==> src/rtl/updown_count_sched.sv <==
// Two-requester scheduler for a shared modulo (limit+1) up/down counter.
// Jobs are granted round-robin and run to completion unless reset intervenes.
module updown_count_sched #(
  parameter int CNT_W = 4,
  parameter int LEN_W = 8
) (
  input  logic             clk,
  input  logic             rst_n,
  input  logic             req0,
  input  logic [CNT_W-1:0] lim0,
  input  logic             dir0,
  input  logic [LEN_W-1:0] len0,
  input  logic             req1,
  input  logic [CNT_W-1:0] lim1,
  input  logic             dir1,
  input  logic [LEN_W-1:0] len1,
  input  logic             hold,
  output logic             gnt0,
  output logic             gnt1,
  output logic             done0,
  output logic             done1,
  output logic             busy,
  output logic [CNT_W-1:0] cnt,
  output logic             wrap
);

  typedef enum logic [1:0] {IDLE, RUN, DONE} state_t;

  state_t           state, state_nxt;
  logic [CNT_W-1:0] lim_r, lim_nxt;
  logic             dir_r, dir_nxt;
  logic [LEN_W-1:0] rem, rem_nxt;
  logic             last_srv, srv_nxt;
  logic [CNT_W-1:0] cnt_nxt;
  logic             gnt0_nxt, gnt1_nxt, done0_nxt, done1_nxt, wrap_nxt;

  logic             grant, pick1;
  logic [CNT_W-1:0] sel_lim;
  logic             sel_dir;
  logic [LEN_W-1:0] sel_len;

  assign busy = (state != IDLE);

  // Winner of contention is the requester that was not served last.
  always_comb begin
    grant = 1'b0;
    pick1 = 1'b0;
    if (req0 && req1) begin
      grant = 1'b1;
      pick1 = ~last_srv;
      pick1 = (last_srv == 1'b0);
    end else if (req0) begin
      grant = 1'b1;
      pick1 = 1'b0;
    end else if (req1) begin
      grant = 1'b1;
      pick1 = 1'b1;
    end
    sel_lim = pick1 ? lim1 : lim0;
    sel_dir = pick1 ? dir1 : dir0;
    sel_len = pick1 ? len1 : len0;
  end

  always_comb begin
    state_nxt = state;
    lim_nxt   = lim_r;
    dir_nxt   = dir_r;
    rem_nxt   = rem;
    srv_nxt   = last_srv;
    cnt_nxt   = cnt;
    gnt0_nxt  = 1'b0;
    gnt1_nxt  = 1'b0;
    done0_nxt = 1'b0;
    done1_nxt = 1'b0;
    wrap_nxt  = 1'b0;
    case (state)
      IDLE: begin
        if (grant) begin
          gnt0_nxt  = ~pick1;
          gnt1_nxt  = pick1;
          lim_nxt   = sel_lim;
          dir_nxt   = sel_dir;
          rem_nxt   = sel_len;
          srv_nxt   = pick1;
          cnt_nxt   = sel_dir ? '0 : sel_lim;
          state_nxt = (sel_len != '0) ? RUN : DONE;
        end
      end
      RUN: begin
        if (!hold) begin
          if (dir_r) begin
            if (cnt == lim_r) begin
              cnt_nxt  = '0;
              wrap_nxt = 1'b1;
            end else begin
              cnt_nxt = cnt + CNT_W'(1);
            end
          end else begin
            if (cnt == '0) begin
              cnt_nxt  = lim_r;
              wrap_nxt = 1'b1;
            end else begin
              cnt_nxt = cnt - CNT_W'(1);
            end
          end
          rem_nxt = rem - LEN_W'(1);
          if (rem == LEN_W'(1)) state_nxt = DONE;
        end
      end
      DONE: begin
        done0_nxt = ~last_srv;
        done1_nxt = last_srv;
        state_nxt = IDLE;
      end
      default: state_nxt = IDLE;
    endcase
  end

  always_ff @(posedge clk or negedge rst_n) begin
    if (!rst_n) begin
      state    <= IDLE;
      lim_r    <= '0;
      dir_r    <= 1'b0;
      rem      <= '0;
      last_srv <= 1'b1;
      cnt      <= '0;
      gnt0     <= 1'b0;
      gnt1     <= 1'b0;
      done0    <= 1'b0;
      done1    <= 1'b0;
      wrap     <= 1'b0;
    end else begin
      state    <= state_nxt;
      lim_r    <= lim_nxt;
      dir_r    <= dir_nxt;
      rem      <= rem_nxt;
      last_srv <= srv_nxt;
      cnt      <= cnt_nxt;
      gnt0     <= gnt0_nxt;
      gnt1     <= gnt1_nxt;
      done0    <= done0_nxt;
      done1    <= done1_nxt;
      wrap     <= wrap_nxt;
    end
  end

endmodule

==> config.mk <==
export PLATFORM = sky130hd
export DESIGN_NAME = updown_count_sched
export DESIGN_NICKNAME = d
export VERILOG_FILES = /design/src/rtl/updown_count_sched.sv
export SDC_FILE = /design/constraint.sdc
export NUM_CORES = 1
export LEC_CHECK = 0
export ABC_CLOCK_PERIOD_IN_PS = 2600
export BUFFER_PORTS_ARGS = -buffer_cell sky130_fd_sc_hd__buf_2
export CAP_MARGIN = 20
export CORE_ASPECT_RATIO = 1.5
export CORE_MARGIN = 2
export CORE_UTILIZATION = 24
export DETAILED_ROUTE_END_ITERATION = 8
export PLACE_DENSITY_LB_ADDON = 0.15
export SYNTH_ARGS = -nofsm -noshare
export SYNTH_HDL_FRONTEND = slang
export SYNTH_SLANG_ARGS = --single-unit
==> constraint.sdc <==
create_clock -name clk -period 2.6 [get_ports clk]
set_clock_uncertainty 0.1 [all_clocks]
set_input_delay 0.39 -clock clk [delete_from_list [all_inputs] [get_ports clk]]
set_output_delay 0.39 -clock clk [all_outputs]
set_load 0.01 [all_outputs]
==> run summary, run 1 <==
Across the run, the number of max-cap violations was 0. CTS saw 25 sinks. The total of hold buffers inserted after clock tree synthesis was 0. The reg-to-reg critical path startpoint is cnt[0]$_DFFE_PN0P_. The detail route stage leaves a number of antenna-violating nets equal to 0.

For the worst setup path, the data arrival time is 2.09 ns. The tools report the latest clock arrival within the worst-skew pair as 0.27 ns. In this run the static leakage power is 0.915 nW. For this block, the initial DRC count from the detailed router was 53. The remaining max-slew budget at the tightest pin was 0.594; the count of TritonRoute iterations in the first routing pass was 4.

Of all nets on the critical path, the largest fanout is 9. The critical path ends at cnt[1]$_DFFE_PN0P_. Sorting the synthesized cells by area gives the leading types as sky130_fd_sc_hd__dfrtp_1 (35%), sky130_fd_sc_hd__nand2_1 (4.2%), sky130_fd_sc_hd__mux2i_1 (4.1%).

For the initial antenna violation count, the log shows 0. The count of endpoints failing hold in the final timing report is 0, and the number of buffers created by CTS is 3. After synthesis, the mean cell area works out to 8.88 sq um.

The first global-routing pass estimated 7.85 mm of wire. The synthesis warning total is 0, and the required time of the critical path is 2.66 ns. The share of async-settable or async-resettable flops after synthesis was 1.00. The share of the synthesized area in the top cell type was 0.354; the placed standard-cell area was 1980 sq um.

In the final routed layout, each cell accounts on average for 15.9 um. The floorplan step set the die height to 107 um. The most critical setup path has its startpoint at cnt[0]$_DFFE_PN0P_. Type of the setup path with the least slack: flop to flop. After synthesis the cells add up to 1700 sq um. The total count of max-transition violations in the final report is 0. STA classifies the critical path endpoint as a flop.

At the end of routability-driven placement, the weighted congestion stood at 0.801. For the number of instances in the synthesized netlist, the log shows 191. In this run the power density over the cells is 1090 nW/um^2. The run gives 0.295 as the post-layout utilization of the core.

The region available for standard cell placement spans 6850 sq um. For the pin with the worst max-slew slack, the measured transition is 0.609 ns. The sequential fraction of the synthesis area was 0.370; the total DRC errors in the routed layout was 0.

The total number of H-tree levels came out at 1. Setup repair after global routing left no endpoint under its margin. The tools report the maximum VDD drop as 0.323 mV. The via count of the first global-routing pass is 1574, and the via density per instance is 5.16.

For this run the aggregate overflow at the end of global routing stands at 0. The starting utilization of the core area was 0.247; the fraction of layout instances using a drive strength above 1 was 0.254. Pin placement for this block handled 41 I/O pins. CTS placed an instance of sky130_fd_sc_hd__clkbuf_8 at the clock tree root. The total global-route track usage is 0.130, and the routed via count is 1579. The final layout contains routed wiring with a total length of 4.88 mm. Yosys mapped the design onto 52 distinct sky130hd cell types. The number of gates resized after CTS was 0. Input and output buffers added on the ports amount to 40.

The setup check on the worst reg-to-reg path leaves a slack of 0.57 ns. On the worst path, the slowest cell contributes a delay of 0.48 ns. The logs give 7770 sq um for the total die area and 2020 sq um for the finished layout cell area. Pin count of the biggest net entering global routing: 26.

The maximum clock frequency was 492 MHz. STA classifies the critical path startpoint as a flop. The tools report the net count after synthesis as 226. Type of the worst min-delay path: input port to async pin. The minimum clock period is 2.03 ns.

Among all flip-flop cells after synthesis, the most frequent one is sky130_fd_sc_hd__dfrtp_1. The run finished with clean final reports. The critical path goes through inv_1, ha_1, or3b_1, o2111a_1, o32a_1.

The synthesized design contains 25 register bits. Compared with the post-synthesis result, the final layout area differs by 19.2%. TritonCTS built the clock tree. Once the clock tree was built, the setup fixing pass inserted 0 buffers. For the worst flop-to-flop path, the logic depth is 5.

Counting flops with a built-in enable in the synthesized netlist gives 0. Of all cell types, the one taking the most synthesized area is sky130_fd_sc_hd__dfrtp_1. The portion of the clock cycle consumed by the worst path in the final layout works out to 0.782. The sum of negative setup slack was 0 ns; the number of antenna cells inserted was 0.

The floorplan has 37 rows. The half-perimeter wire length of the detailed placement result is 3.70 mm. The library cell contributing the largest single delay on the critical path was sky130_fd_sc_hd__dfrtp_1.

The floorplan step set the die width to 72.6 um. After the last flow step, the layout net total stands at 264. The longest clock path from root to sink contains 2 buffers. The final setup violation count was 0. The destination of the worst register-to-register timing path is cnt[1]$_DFFE_PN0P_. After clock tree synthesis, the clock-pin slew on the worst setup and hold paths is 0.10 ns.
## state kept, by name, summed over array words and instances, names as in the netlist
register	count
rem	8
cnt	4
lim_r	4
state	2
dir_r	1
done0	1
done1	1
gnt0	1
gnt1	1
last_srv	1
wrap	1
## metal layers
layer	global-route usage	vias up	share of wire
met4	0.0410	0	0.013
met2	0.250	28	0.56
li1	-	780	-
met1	0.145	767	0.40
met3	0.0141	4	0.026
met5	0	-	0
## synthesized netlist by cell type, drive strengths merged, types with 2 or more instances
library cell / count
a211o: 2
a211oi: 2
a21oi: 5
a22o: 6
a31oi: 8
and3: 2
and3b: 3
buf: 8
clkbuf: 4
dfrtp: 24
ha: 4
inv: 10
mux2i: 7
nand2: 19
nand3: 4
nand3b: 2
nor2: 12
nor3: 10
nor3b: 3
nor4: 6
o211ai: 4
o21ai: 12
o22ai: 2
o2bb2ai: 2
o32ai: 2
or3: 2
or3b: 4
or4: 2
xor2: 4
## power breakdown
| group | total [mW] | internal [mW] | switching [mW] |
|---|---|---|---|
| sequential | 0.831 | 0.565 | 0.265 |
| combinational | 1.13 | 0.517 | 0.616 |
| clock | 0.241 | 0.110 | 0.132 |
## area by class of cell
type	count	area [sq um]
clock buffers	4	45.0
repair buffers	45	238
fillers	755	4830
multi-input cells	144	976
well taps	78	97.6
flip-flops and latches	25	627
inverters	10	37.5
## worst max-delay path, delay by kind of cell (launching register included)
| kind | cells | cell delay [ns] |
|---|---|---|
| AO/OA/AOI/OAI | 2 | 0.57 |
| adder cells (fa/ha/maj) | 1 | 0.28 |
| buffers and inverters | 1 | 0.09 |
| flip-flops | 1 | 0.48 |
| AND/OR/NAND/NOR | 1 | 0.39 |
## cell families after synthesis
family	synth area share
flops	0.370
simple gates	0.240
fa+ha+maj	0.0295
buf+inv	0.0568
xor+xnor	0.0258
mux	0.0480
compound gates	0.230
## layout by cell type (no fill, tap or decap), types with 5 or more instances in the layout
cell type and count:
sky130_fd_sc_hd__a31oi_1 8, sky130_fd_sc_hd__o21ai_0 6, sky130_fd_sc_hd__nor4_1 5, sky130_fd_sc_hd__mux2i_1 7
sky130_fd_sc_hd__nor2_1 12, sky130_fd_sc_hd__inv_1 10, sky130_fd_sc_hd__a21oi_1 5, sky130_fd_sc_hd__a22o_1 6
sky130_fd_sc_hd__nand2_1 19, sky130_fd_sc_hd__dfrtp_1 24, sky130_fd_sc_hd__buf_4 5, sky130_fd_sc_hd__nor3_1 10
sky130_fd_sc_hd__o21ai_1 6, sky130_fd_sc_hd__buf_2 40
## worst min-delay path by stage
stage	start	end	slack, ns	depth (start not counted)
floorplan	rst_n	cnt[0]$_DFFE_PN0P_	-0.006	0
CTS	rst_n	rem[0]$_DFFE_PN0P_	0.04	1
global placement	rst_n	done0$_DFF_PN0_	0.35	1
global route	rst_n	rem[0]$_DFFE_PN0P_	0.06	1
finish	rst_n	rem[0]$_DFFE_PN0P_	0.02	1
detailed placement	rst_n	rem[0]$_DFFE_PN0P_	0.35	1
## metrics by stage
step / total power [mW] / std cells / worst slack [ns] / hold slack [ns]
3_3_place_gp: 1.99 / 302 / 0.593 / 0.347
3_5_place_dp: 1.98 / 302 / 0.585 / 0.349
6_report: 2.21 / 306 / 0.567 / 0.0155
4_1_cts: 2.24 / 306 / 0.560 / 0.0419
2_1_floorplan: 1.62 / 191 / 0.594 / -0.00559
5_1_grt: 2.40 / 306 / 0.445 / 0.0635
Note: power is estimated with default switching activity, not from simulation.
==> inputs of run 2 (changes only) <==
- ABC_AREA: unset -> 1
- ABC_CLOCK_PERIOD_IN_PS: 2600 -> 1870
- clock period: 2.6 -> 1.87 ns (I/O delays scaled with it)
==> run summary, run 2 <==
The compound-cell area share of the yosys netlist came out at 0.141 (-0.0892). Portion of the clock cycle consumed by the worst path in the final layout: 0.881 (+0.0987). The largest registers in the layout are rem: 8 flops, cnt: 4 flops, lim_r: 4 flops.

The growth of design area from synthesis to finish works out to 20.3%. The total die area is 7800 sq um (+0.42%). The logs give 27 (+3.8%) for the pin count of the biggest net entering global routing and 0.120 (+0.011) for the fraction of power consumed by the clock network.

The I/O pin total is 41 (unchanged), and the share of the synthesized area in the top cell type is 0.353 (-0.00156). The total number of H-tree levels was 1 (unchanged); the buffer and inverter count on the worst path was 0 (-1). The antenna violation net count after detailed routing was 0 (unchanged).

The maximum VDD drop is 0.533 mV (+65%). The half-perimeter wire length of the detailed placement result is 3.70 mm (+0.22%). The tools report the cell chosen for the clock root as sky130_fd_sc_hd__clkbuf_8. The worst hold path belongs to the class input port to flop. The most used flip-flop cell after synthesis is sky130_fd_sc_hd__dfrtp_1. The logs give 1700 sq um (+0.44%) for the cell area after synthesis and 291 (+29%) for the net count after synthesis. The total congestion overflow is 0 (unchanged).

The first-iteration detailed-routing DRC count is 87 (+64%), and the number of nets in the finished design is 334 (+27%). Maximum fanout encountered on the critical timing path: 26 (+17). The average routed wire per standard cell works out to 12.6 um (-21%).

The commonest cells after synthesis are sky130_fd_sc_hd__nand2_1 (74), sky130_fd_sc_hd__inv_1 (33), sky130_fd_sc_hd__nor2_1 (30). The routed via count is 1717 (+8.7%), and the total length of routed wires is 4.75 mm (-2.6%). The count of endpoints failing hold in the final timing report is 0 (unchanged). The starting utilization of the core area came out at 0.249 (+0.00110). The worst setup path is launched from a flop. On the critical path, the stage with the largest delay is an instance of sky130_fd_sc_hd__dfstp_2. The synthesized area per cell was 6.65 sq um (-25%). The portion of netlist area occupied by mux cells is 0 (-0.0480).

The number of standard-cell rows in the floorplan is 37 (unchanged), and the post-synthesis share of cell area spent on full adders, half adders and majority gates is 0.0294 (-0.000130). The total of flip-flops plus latches after synthesis is 25 (unchanged). The cell type with the highest occurrence count on the critical path is sky130_fd_sc_hd__nand2_1. The share of async-settable or async-resettable flops after synthesis works out to 1.00 (unchanged).

The fraction of power spent switching nets came out at 0.473 (+0.0139). The cell count after placement was 371 (+23%). The final setup violation count came out at 0 (unchanged). The logs give 0 ns (unchanged) for the sum of negative setup slack and 6850 sq um (unchanged) for the core box area.

The remaining max-slew budget at the tightest pin was 0.594 (about the same); the footprint of the flip-flops and latches was 627 sq um (unchanged). The logs give 0.368 (-0.00163) for the sequential fraction of the synthesis area and 0.824 (+2.8%) for the routability-driven placement congestion ratio. Post-layout utilization of the core: 0.299 (+0.00402). The cell with the most instances after synthesis was sky130_fd_sc_hd__nand2_1. The count of fill cells added during filler insertion was 774 (+2.5%). Leakage dissipation: 1.10 nW (+21%). For the finished layout cell area, the log shows 2050 sq um (+1.4%). For the count of TritonRoute iterations in the first routing pass, the log shows 6 (+2).

Floorplan die height: 107 um (+0.22%). For the placed standard-cell area, the log shows 1990 sq um (+0.57%). The run gives 0 (unchanged) as the count of maximum capacitance violations. The via count of the first global-routing pass came out at 1726 (+9.7%). The global-route wire length before repair is 7.98 mm (+1.6%), and the number of enable-type register cells in the synthesized netlist is 0 (unchanged). The net switching power is 1.34 mW (+33%), and the maximum clock frequency is 607 MHz (+23%). Setup repair after global routing left no endpoint under its margin. The synthesis warning total was 0 (unchanged); the share of power burned in registers was 0.342 (-0.035).

The biggest cell delay along the critical path works out to 0.57 ns (+0.09 ns). The flip-flop count of the largest register after layout works out to 8 (unchanged). The flow ran to the end, and the final reports show no timing, DRC or antenna violations. The clock-pin slew of the registers on the worst-case setup and hold paths works out to 0.10 ns (about the same).

The minimum clock period is 1.65 ns (-0.386 ns), and the multi-input combinational cell area is 896 sq um (-8.2%). Most common library cell in the layout ignoring fill and taps: sky130_fd_sc_hd__nand2_1. The tools report the total DRC errors in the routed layout as 0 (unchanged). Share of power burned in combinational logic: 0.538 (+0.024). The power density over the cells works out to 1390 nW/um^2 (+27%). Worst path arrival time: 1.72 ns (-0.37 ns).

The worst setup path is captured at a flop. For the total global-route track usage, the log shows 0.132 (+0.00194). The run gives 3 (unchanged) as the number of buffers created by CTS. The fraction of layout instances using a drive strength above 1 was 0.195 (-0.0598); the slew at the pin with the worst max-slew slack was 0.609 ns (-0.000191 ns). By area the synthesized netlist is led by sky130_fd_sc_hd__dfrtp_1 (35%), sky130_fd_sc_hd__nand2_1 (16%), sky130_fd_sc_hd__o21ai_0 (7.9%). The basic-gate share of the synthesized area counting and, or, nand and nor cells was 0.337 (+0.0974); the pre-CTS setup slack was 0.0982 ns (-0.487 ns).

Post-synthesis cell type with the largest combined area: sky130_fd_sc_hd__dfrtp_1. In the layout the commonest cells are sky130_fd_sc_hd__nand2_1 (74), sky130_fd_sc_hd__buf_2 (40), sky130_fd_sc_hd__inv_1 (33). The run gives 376 (+23%) as the count of non-filler cells in the finished layout.

The via density per instance was 4.57 (-12%); the overall power of the completed layout was 2.84 mW (+29%). Count of clock tree sinks: 25 (unchanged). The type of the setup path with the least slack is flop to flop.

On the critical path the largest part of the delay comes from simple AND/OR/NAND/NOR gates. The tools report the worst setup margin as 0.223 ns (-0.344 ns). The logs give 28 (-46%) for the number of library cell types mapped by synthesis and 1.50 mW (+25%) for the internal power consumption.

The tightest hold margin was 0.138 ns (+0.123 ns). Number of antenna cells inserted: 0 (unchanged). Walking the worst path, the cells encountered are nand2_2, nand2_4, nand2_1, o21ai_0, nand2_1, nor2_1, nand2_1, nand3_1, nand2_1. The dominant combinational cell family by area after synthesis was simple AND/OR/NAND/NOR gates. TritonCTS built the clock tree. The tools report the maximum clock insertion buffer count as 2 (unchanged). The initial antenna violation count is 0 (unchanged), and the number of instances in the synthesized netlist is 256 (+34%). The width of the chip works out to 72.8 um (+0.21%).

The total count of max-transition violations in the final report is 0 (unchanged). The number of buffers inserted by port buffering is 40 (unchanged), and the latest clock arrival within the worst-skew pair is 0.27 ns (about the same). The xor and xnor fraction of the mapped netlist area was 0.0154 (-0.0104). The largest register by flop count is rem. Required time of the critical path: 1.94 ns (-0.72 ns).
[run 2: cell count changes in the layout (fill, tap and decap cells not counted), sizes merged, moves of 7 or more]
cell and delta:
nand2 +59, inv +25, nor2 +19, o21ai +18
nand3 +17, a31oi -7, mux2i -7, nor3 -7
[run 2: logic make-up (layout without fill, tap and decap cells)]
family	Yosys count	in the layout
adders and majority gates	4	4
and+or+nand+nor	136	136
DFF	25	25
buffers and inverters	43	85
AOI/OAI and AO/OA	45	45
xor gates and xnor gates	3	3
[run 2: power by group through the flow]
stage               clock [mW]  sequential (mW)  combinational, mW
floorplan                    0            0.976               1.09
global placement             0            0.990               1.54
detailed placement           0            0.985               1.53
CTS                      0.358            0.974               1.54
global route             0.371             1.01               1.79
finish                   0.341            0.972               1.53
[run 2: area by class of cell]
class                           count  share of cell area
Sequential cell                    25               0.306
Tap cell                           78              0.0476
Multi-Input combinational cell    188               0.437
Timing Repair Buffer               46               0.121
Inverter                           35              0.0654
Clock buffer                        3              0.0202
Clock inverter                      1             0.00244
[run 2: worst paths after layout]
path	startpoint	endpoint	slack, ns	depth (start not counted)
max	last_srv$_DFFE_PN1P_	state[0]$_DFFE_PN0P_	0.22	9
min	hold	state[0]$_DFFE_PN0P_	0.14	3
max reg2reg	last_srv$_DFFE_PN1P_	state[0]$_DFFE_PN0P_	0.22	9
min reg2reg	state[0]$_DFFE_PN0P_	done0$_DFF_PN0_	0.37	1
max in group asynchronous	rst_n	rem[5]$_DFFE_PN0P_	0.83	2
min in group asynchronous	rst_n	state[1]$_DFFE_PN0P_	0.44	2
[run 2: routing by layer]
layer,track usage,wire length (um)
met5,0,0
met4,0.0582,140
met3,0.0141,126
met2,0.249,2590
met1,0.144,1890
[run 2: repair_timing]
item,4_1_cts,5_1_grt
hold buffers,1,0
buffers inserted,0,0
setup endpoints to repair,0,12
endpoints found under the hold margin,24,0
gates resized for setup,0,1
[run 2: worst min-delay path: stages]
cell and delay [ns]:
sky130_fd_sc_hd__buf_2 0.09, sky130_fd_sc_hd__a21oi_1 0.06, sky130_fd_sc_hd__nand2_1 0.06
==> inputs of run 3 (changes only) <==
- CORE_UTILIZATION: 24 -> 48
==> run summary, run 3 (synthesis gave the netlist of run 2 again) <==
The run finished with clean final reports. The first-iteration detailed-routing DRC count came out at 30 (-66%). The tools report the total number of H-tree levels as 1 (unchanged). STA classifies the critical path startpoint as a flop.

The flip-flop count of the largest register after layout was 8 (unchanged). The routed via count came out at 1709 (-0.47%). On the critical path the largest part of the delay comes from simple AND/OR/NAND/NOR gates. The worst path arrival time is 1.73 ns (about the same), and the placed standard-cell area is 1940 sq um (-2.3%). Type of the setup path with the least slack: flop to flop. Width of the chip: 52.6 um (-28%).

For the via count of the first global-routing pass, the log shows 1662 (-3.7%). The sum of negative setup slack came out at 0 ns (unchanged). The tools report the total die area as 4050 sq um (-48%). The worst setup slack for register-to-register paths came out at 0.21 ns (-0.02 ns). In the layout the commonest cells are sky130_fd_sc_hd__nand2_1 (74), sky130_fd_sc_hd__buf_2 (40), sky130_fd_sc_hd__inv_1 (33). The average routed wire per standard cell was 12.6 um (-0.17%).

The half-perimeter wire length of the detailed placement result was 3.38 mm (-8.8%). The tools report the maximum VDD drop as 0.888 mV (+67%). The run gives 3 (unchanged) as the number of buffers created by CTS. Pin count of the biggest net entering global routing: 27 (unchanged). For the finished layout cell area, the log shows 2000 sq um (-2.2%).

The leakage dissipation is 1.10 nW (about the same), and the portion of the clock cycle consumed by the worst path in the final layout is 0.889 (+0.00846). The logs give 4.29 mm (-9.7%) for the total length of routed wires and 0.233 (+0.100) for the total global-route track usage. The global-route wire length before repair was 7.09 mm (-11%). The destination of the worst register-to-register timing path was state[0]$_DFFE_PN0P_. Required time of the critical path: 1.94 ns (about the same). The I/O pin total came out at 41 (unchanged). The tools report the capture endpoint of the worst hold path as state[0]$_DFFE_PN0P_. The slew at the pin with the worst max-slew slack came out at 0.575 ns (-0.0338 ns). The tools report the number of antenna cells inserted as 0 (unchanged).

The maximum fanout encountered on the critical timing path is 26 (unchanged), and the biggest cell delay along the critical path is 0.57 ns (about the same). The library cell contributing the largest single delay on the critical path is sky130_fd_sc_hd__dfstp_2. The initial antenna violation count came out at 0 (unchanged). The total congestion overflow is 0 (unchanged), and the floorplan die height is 77.0 um (-28%). In the final layout, the registers with the most flip-flops are rem: 8 flops, cnt: 4 flops, lim_r: 4 flops.

Setup repair after global routing left no endpoint under its margin. The run gives 0.617 (+0.0225) as the remaining max-slew budget at the tightest pin. The tree is rooted in a sky130_fd_sc_hd__clkbuf_8. Count of clock tree sinks: 25 (unchanged). The run gives 0.27 ns (about the same) as the latest clock arrival within the worst-skew pair. Counting flops per register, the top entry is rem. Relative to the synthesized area, the layout overhead comes to 17.6%. The logs give 3420 sq um (-50%) for the core box area and 4 (-2) for the count of TritonRoute iterations in the first routing pass. Via density per instance: 5.03 (+10%). For the routability-driven placement congestion ratio, the log shows 0.832 (+0.92%). Leaving out fill and tap cells, the most frequent cell in the layout is sky130_fd_sc_hd__nand2_1.

The starting utilization of the core area was 0.499 (+0.250). By instance count, the cell type seen most on the critical path is sky130_fd_sc_hd__nand2_1. The total DRC errors in the routed layout is 0 (unchanged), and the count of buffers added by post-CTS timing repair for setup is 0 (unchanged).

The number of standard-cell rows in the floorplan was 26 (-30%). The count of endpoints failing hold in the final timing report was 0 (unchanged); the final setup violation count was 0 (unchanged). TritonCTS built the clock tree. Traced cell by cell, the critical path runs through nand2_2, nand2_4, nand2_1, o21ai_0, nand2_1, nor2_1, nand2_1, nand3_1, nand2_1. The logs give 2.82 mW (-0.77%) for the overall power of the completed layout and 0 (unchanged) for the total count of max-transition violations in the final report. The count of fill cells added during filler insertion was 362 (-53%); the maximum clock insertion buffer count was 2 (unchanged). The reg-to-reg critical path startpoint is last_srv$_DFFE_PN1P_.

The minimum clock period came out at 1.66 ns (+0.0158 ns). The worst hold path cell count is 3 (unchanged). For the antenna violation net count after detailed routing, the log shows 0 (unchanged). The number of nets in the finished design is 334 (unchanged). The number of buffers inserted by port buffering was 40 (unchanged).

The run gives 0 (unchanged) as the count of maximum capacitance violations. Clock-pin slew of the registers on the worst-case setup and hold paths: 0.09 ns (about the same). The type of the worst min-delay path is input port to flop. The fraction of layout instances using a drive strength above 1 is 0.195 (unchanged), and the maximum clock frequency is 602 MHz (-0.95%).

The logic depth of the worst register-to-register path works out to 9 (unchanged). The power density over the cells was 1410 nW/um^2 (+1.5%); the buffer and inverter count on the worst path was 0 (unchanged). The tools report the beginning of the worst hold path as hold. Kind of end point of the critical path: a flop.
==> run 3: worst max-delay path by stage <==
stage                               from                   end  slack (ns)  cells after the start
floorplan             cnt[0]$_DFFE_PN0P_    cnt[3]$_DFFE_PN0P_        0.36                     10
global placement    last_srv$_DFFE_PN1P_  state[0]$_DFFE_PN0P_        0.11                      9
detailed placement  last_srv$_DFFE_PN1P_  state[0]$_DFFE_PN0P_        0.08                      9
CTS                 last_srv$_DFFE_PN1P_  state[0]$_DFFE_PN0P_        0.06                      9
global route        last_srv$_DFFE_PN1P_  state[0]$_DFFE_PN0P_        0.03                      9
finish              last_srv$_DFFE_PN1P_  state[0]$_DFFE_PN0P_        0.21                      9
==> run 3: worst register-to-register path, stage by stage, from the launching register on <==
cell                      delay (ns)
sky130_fd_sc_hd__dfstp_2        0.57
sky130_fd_sc_hd__nand2_2        0.09
sky130_fd_sc_hd__nand2_4        0.21
sky130_fd_sc_hd__nand2_1        0.08
sky130_fd_sc_hd__o21ai_0        0.13
sky130_fd_sc_hd__nand2_1        0.08
sky130_fd_sc_hd__nor2_1         0.12
sky130_fd_sc_hd__nand2_1        0.07
sky130_fd_sc_hd__nand3_1        0.06
sky130_fd_sc_hd__nand2_1        0.04
==> run 3: layer usage <==
layer | global-route usage | vias up | routed length, um
met5 | 0 | - | 0
met4 | 0.0949 | 0 | 87
met3 | 0.0214 | 7 | 120
met2 | 0.441 | 45 | 2440
met1 | 0.247 | 766 | 1640
li1 | - | 891 | -
==> run 3: area by class of cell <==
type	instances	area (sq um)	area share
multi-input cells	188	896	0.447
flip-flops and latches	25	627	0.313
repair buffers	46	248	0.124
inverters	35	134	0.0668
well taps	42	52.6	0.0262
clock buffers	3	41.3	0.0206
clock inverters	1	5.00	0.00250
==> run 3: what timing repair did <==
| action | 4_1_cts | 5_1_grt |
|---|---|---|
| hold buffers | 1 | 0 |
| resized for setup | 0 | 1 |
| endpoints found under the hold margin | 24 | 0 |
| endpoints found under the setup margin | 0 | 10 |
==> run 3: through the flow <==
step	hold slack [ns]	util	cells	setup slack (ns)
6_report	0.156	0.586	340	0.208
5_1_grt	0.161	0.586	340	0.0333
4_1_cts	0.140	0.585	340	0.0613
3_5_place_dp	0.215	0.568	335	0.0774
3_3_place_gp	0.213	0.568	335	0.114
2_1_floorplan	-0.115	-	256	0.356
==> run 3: report_power, final <==
group / total, mW / internal (mW) / switching (mW) / leakage [nW]
sequential: 1.00 / 0.772 / 0.229 / 0.307
clock: 0.327 / 0.149 / 0.178 / 0.0255
combinational: 1.49 / 0.572 / 0.920 / 0.772
